`src/rtl/updown_counter_seq_pkg.sv`:
```
// Shared types and constants for the command-driven up/down counter sequencer.
package updown_counter_seq_pkg;

  localparam int DEF_WIDTH  = 4;
  localparam int DEF_STEP_W = 8;

  localparam logic MODE_UP   = 1'b1;
  localparam logic MODE_DOWN = 1'b0;

  typedef enum logic [1:0] {
    ST_IDLE = 2'd0,
    ST_RUN  = 2'd1,
    ST_DONE = 2'd2
  } seq_state_e;

endpackage

```
`src/rtl/updown_mod_counter.sv`:
```
// Mod-N up/down counter core with load and a registered wrap pulse.
// mod = 0 encodes N = 2^WIDTH; the terminal value N-1 is simply mod-1 in
// WIDTH bits, which yields all-ones for the natural-wrap case.
module updown_mod_counter
  import updown_counter_seq_pkg::*;
#(
  parameter int WIDTH = DEF_WIDTH
) (
  input  logic             clk,
  input  logic             reset,
  input  logic             en,
  input  logic             load,
  input  logic [WIDTH-1:0] load_val,
  input  logic             mode,
  input  logic [WIDTH-1:0] mod,
  output logic [WIDTH-1:0] out,
  output logic             wrap
);

  logic [WIDTH-1:0] w_max;
  logic             w_at_edge;
  logic [WIDTH-1:0] w_next;

  assign w_max = mod - WIDTH'(1);

  // Next value: wrap to the opposite end when sitting on the terminal value.
  always_comb begin
    w_at_edge = (mode == MODE_UP) ? (out == w_max) : (out == '0);
    if (w_at_edge) w_next = (mode == MODE_UP) ? '0 : w_max;
    else           w_next = (mode == MODE_UP) ? out + WIDTH'(1) : out - WIDTH'(1);
  end

  // Counter register; wrap is high only in the cycle showing a wrapped value.
  always_ff @(posedge clk or negedge reset) begin
    if (!reset) begin
      out  <= '0;
      wrap <= 1'b0;
    end else if (load) begin
      out  <= load_val;
      wrap <= 1'b0;
    end else if (en) begin
      out  <= w_next;
      wrap <= w_at_edge;
    end else begin
      wrap <= 1'b0;
    end
  end

endmodule

```
`src/rtl/updown_counter_sequencer.sv`:
```
// Command sequencer: accepts (mode, N, K), loads the counter core and steps
// it K un-held cycles, reporting wrap and a one-cycle done at completion.
module updown_counter_sequencer
  import updown_counter_seq_pkg::*;
#(
  parameter int WIDTH  = DEF_WIDTH,
  parameter int STEP_W = DEF_STEP_W
) (
  input  logic              clk,
  input  logic              reset,
  input  logic              cmd_valid,
  output logic              cmd_ready,
  input  logic              cmd_mode,
  input  logic [WIDTH-1:0]  cmd_mod,
  input  logic [STEP_W-1:0] cmd_steps,
  input  logic              hold,
  input  logic              abort,
  output logic [WIDTH-1:0]  out,
  output logic              busy,
  output logic              wrap,
  output logic              done
);

  seq_state_e        r_state;
  logic              r_mode;
  logic [WIDTH-1:0]  r_mod;
  logic [STEP_W-1:0] r_rem;
  logic              r_done;

  logic              w_accept;
  logic              w_step;
  logic [WIDTH-1:0]  w_load_val;

  assign w_accept   = (r_state == ST_IDLE) && cmd_valid;
  assign w_step     = (r_state == ST_RUN) && !abort && !hold;
  // Start value comes straight from the command since the latch fills on the same edge.
  assign w_load_val = (cmd_mode == MODE_UP) ? '0 : cmd_mod - WIDTH'(1);

  updown_mod_counter #(.WIDTH(WIDTH)) u_cnt (
    .clk      (clk),
    .reset    (reset),
    .en       (w_step),
    .load     (w_accept),
    .load_val (w_load_val),
    .mode     (r_mode),
    .mod      (r_mod),
    .out      (out),
    .wrap     (wrap)
  );

  // Control FSM: command latch, remaining-step count and registered done.
  always_ff @(posedge clk or negedge reset) begin
    if (!reset) begin
      r_state <= ST_IDLE;
      r_mode  <= MODE_UP;
      r_mod   <= '0;
      r_rem   <= '0;
      r_done  <= 1'b0;
    end else begin
      r_done <= 1'b0;
      case (r_state)
        ST_IDLE: begin
          if (cmd_valid) begin
            r_mode <= cmd_mode;
            r_mod  <= cmd_mod;
            r_rem  <= cmd_steps;
            if (cmd_steps == '0) begin
              r_state <= ST_DONE;
              r_done  <= 1'b1;
            end else begin
              r_state <= ST_RUN;
            end
          end
        end
        ST_RUN: begin
          if (abort) begin
            r_state <= ST_IDLE;
          end else if (!hold) begin
            r_rem <= r_rem - STEP_W'(1);
            if (r_rem == STEP_W'(1)) begin
              r_state <= ST_DONE;
              r_done  <= 1'b1;
            end
          end
        end
        ST_DONE: r_state <= ST_IDLE;
        default: r_state <= ST_IDLE;
      endcase
    end
  end

  assign cmd_ready = (r_state == ST_IDLE);
  assign busy      = (r_state != ST_IDLE);
  assign done      = r_done;

endmodule

```
`config.mk`:
```
export PLATFORM = sky130hd
export DESIGN_NAME = updown_counter_sequencer
export DESIGN_NICKNAME = d
export VERILOG_FILES = /design/src/rtl/updown_counter_seq_pkg.sv /design/src/rtl/updown_mod_counter.sv /design/src/rtl/updown_counter_sequencer.sv
export SDC_FILE = /design/constraint.sdc
export NUM_CORES = 1
export LEC_CHECK = 0
export BUFFER_PORTS_ARGS = -buffer_cell sky130_fd_sc_hd__clkbuf_2
export CORE_MARGIN = 4
export CORE_UTILIZATION = 40
export DETAILED_ROUTE_END_ITERATION = 10
export PLACE_DENSITY = 0.68
export REMOVE_ABC_BUFFERS = 1
export SLEW_MARGIN = 20
export SYNTH_ARGS = -nofsm -noshare
export SYNTH_HDL_FRONTEND = slang
export SYNTH_HIERARCHICAL = 1
export SYNTH_SLANG_ARGS = --single-unit
```
`constraint.sdc`:
```
create_clock -name clk -period 2.7 [get_ports clk]
set_input_delay 0.405 -clock clk [delete_from_list [all_inputs] [get_ports clk]]
set_output_delay 0.405 -clock clk [all_outputs]
set_load 0.02 [all_outputs]
```
==> metrics.csv <==
stage,metric,value,unit
finish,fillers,344,
worst_setup_path,cp_max_fo,4,
die,io_pins,26,
worst_setup_path,crit_chain,"inv_1, ha_1, xnor3_1, nand4_2, o22ai_4, o221ai_2, mux2_2",
clocking,cts_made_buffers,3,
synth,synthCells,156,
power_and_ir_drop,ir_drop,342.5,uV
drt,first_pass_iters,4,
synth,ys_async_sr_fraction,1.000,
drt,avgRoutedWirePerCell,15.18,microns
clocking,cts_hold_buf,0,
grt,grt_use_met1,0.1798,
clocking,clockBufferDepth,2,
die,die_y,69.27,microns
clocking,tritoncts,built,
synth,synthMuxAreaShare,0.03000,
synth,synth-compound-area-share,0.2167,
power_and_ir_drop,power.total,1482,uW
synth,synth.area.top_cells,"dfrtp_1 33%, ha_1 5.0%, nor2_1 4.5%, a21oi_1 3.3%, inv_1 3.0%",
sta,min_period_over_period,0.7548,
finish,ff_latch_area,526.8,sq um
die,dieArea,4798,sq um
synth,synth_top_family_by_area,compound AO/OA/AOI/OAI gates,
sta,timing.slew.headroom,0.5622,
worst_setup_path,cp-endpoint,u_cnt/out[1],
grt,overflow,0,
worst_setup_path,r2r-start,r_mod[0],
run,maxCapViolCount,0,
die,initial_core_util,0.4329,
drt,avgViaCountPerCell,5.592,
clocking,path_clk_slew,0.08,ns
worst_setup_path,critPathRequiredTime,2.85,ns
synth,syn_area,1501,sq um
sta,finalCriticalPeriod,2.038,ns
sta,holdWs,0.1138,ns
clocking,insertion_delay,0.26,ns
power_and_ir_drop,powerDensity,864.0,nW/um^2
sta,final_hold_viol_count,0,
worst_setup_path,path_delay_family,XOR/XNOR gates,
worst_setup_path,cp-end-kind,flop,
sta,worst_pin_slew,0.6563,ns
grt,track_usage,0.1511,
sta,slew_violations,0,
worst_setup_path,r2r_end,u_cnt/out[1],
sta,tns,0,ns
synth,ys_dominant_reg_cell,dfrtp_1,
die,fp-row-count,21,
worst_setup_path,critPathKind,flop to flop,
clocking,postCtsResizedCells,0,
grt,use_met3,0.03913,
worst_setup_path,critPathLaunchType,flop,
grt,top_usage_layer,met2,
clocking,cts.htree.levels,1,
synth,yosys.area_share.simple,0.2125,
min_path,hold_class,input pin to async pin,
worst_setup_path,slowest_delay,0.42,ns
synth,synthXorXnorAreaFrac,0.07750,
drt,vias,1275,
grt,antenna_found_initial,0,
drt,drt_iter0_markers,96,
worst_setup_path,path_buf_inv,1,
sta,rsz0062_at_grt,no,
synth,synth_edf_count,0,
drt,routed_wl,3462,microns
synth,ys_seq_area_frac,0.3508,
clocking,cts_setup_buffers,0,
synth,synthAdderAreaFrac,0.06333,
grt,grt_pass1_wl,6085,microns
placement,gp_congestion,0.8964,
die,core_area,3468,sq um
synth,yosysWarnings,6,
finish,n_antenna_cell,0,
synth,synth_cell_type_count,56,
placement,dp_hpwl,2679,microns
worst_setup_path,rrSetupSlack,0.66,ns
synth,synth_seq_cells,21,
drt,drc,0,
finish,drive_above_1_share,0.2637,
run_status,status,completed,
worst_setup_path,slowest_stage,xnor3_1,
grt,grt_max_degree,22,
die,fp.dieW,69.27,microns
synth,syn_area_per_cell,9.625,sq um
sta,finClkSkew,0.002202,ns
worst_setup_path,crit_start,r_mod[0],
synth,yosys.area.top_type,dfrtp_1,
grt,met2_usage,0.2722,
power_and_ir_drop,total_leakage_power,0.0007785,uW
placement,port_buffers,25,
finish,area_delta_synth_final,14.25,%
clocking,cts_sinks,21,
synth,synth_top_area_share,0.3333,
sta,finalSetupViolations,0,
worst_setup_path,cp_num_cells,7,
drt,ant_nets,0,
finish,final_nets,208,
finish,multi_input_area,900.9,sq um
clocking,cts-root-buf,clkbuf_8,
grt,grt_pass1_vias,1334,
worst_setup_path,reg2reg_depth,7,
sta,fmax,0.4907,GHz
worst_setup_path,cp.arrival,2.19,ns
==> area by class of cell <==
cell class,instances,share of cell area
clock buffer,4,0.02626
inverter,12,0.02626
multi-input combinational,118,0.5252
sequential,21,0.3071
tap,46,0.03355
timing repair buffer,27,0.08169
==> synthesized netlist by cell type (2+ instances only) <==
| cell type | instances |
|---|---|
| dfrtp_1 | 20 |
| buf_2 | 2 |
| xnor2_1 | 5 |
| nor2b_1 | 3 |
| o21ai_1 | 5 |
| a22oi_1 | 2 |
| nand3b_1 | 2 |
| mux2_2 | 4 |
| o211ai_1 | 2 |
| o21a_1 | 2 |
| nor3_1 | 4 |
| xor2_1 | 3 |
| nand2_1 | 5 |
| o21ai_0 | 7 |
| inv_1 | 12 |
| nor2_1 | 18 |
| a21oi_1 | 10 |
| or4_4 | 3 |
| nand2b_1 | 4 |
| ha_1 | 6 |
| nor4_1 | 2 |
==> flip-flops by register name, summed over array words and instances, names as in the netlist <==
register / cells
u_cnt/wrap: 1
r_mode: 1
r_state: 2
u_cnt/out: 4
r_rem: 8
r_mod: 4
done: 1
==> worst min-delay path by stage <==
stage	end	start
floorplan	done	reset
detailed placement	r_mod[3]	reset
global placement	r_mod[3]	reset
global route	r_mod[3]	reset
finish	r_mod[3]	reset
CTS	r_mod[3]	reset
==> per-stage QoR <==
| stage | cell area [sq um] | util | std cells | setup slack, ns |
|---|---|---|---|---|
| 5_1_grt | 1715 | 0.4946 | 228 | 0.5715 |
| 3_3_place_gp | 1670 | 0.4816 | 224 | 0.7840 |
| 6_report | 1715 | 0.4946 | 228 | 0.6621 |
| 3_5_place_dp | 1670 | 0.4816 | 224 | 0.6959 |
| 2_1_floorplan | 1473 | - | 151 | 0.7219 |
| 4_1_cts | 1715 | 0.4946 | 228 | 0.6580 |
==> cell usage in the layout, fill, tap and decap left out, types with 4 or more instances in the layout <==
cell	synthesis	layout
a21oi_1	10	10
clkbuf_2	0	25
dfrtp_1	20	20
ha_1	6	6
inv_1	12	12
mux2_2	4	4
nand2_1	5	5
nand2b_1	4	4
nor2_1	18	18
nor3_1	4	4
o21ai_0	7	7
o21ai_1	5	5
xnor2_1	5	5
==> where the power goes <==
group,total [uW],switching [uW],internal (uW)
combinational,708,372,337
clock,209,104,105
sequential,565,152,413
==> logic make-up after synthesis <==
| family | after synthesis |
|---|---|
| AND/OR/NAND/NOR | 51 |
| AO/OA/AOI/OAI | 46 |
| flip-flops | 21 |
| buffers and inverters | 17 |
| XOR/XNOR | 10 |
| adder cells (fa/ha/maj) | 7 |
| multiplexers | 4 |
==> routing by layer <==
layer	up-vias	share of wire
li1	614	-
met1	623	0.43
met2	34	0.50
met3	4	0.056
met4	0	0.0090
met5	-	0
No activity file was read; power rests on OpenSTA's default activity.
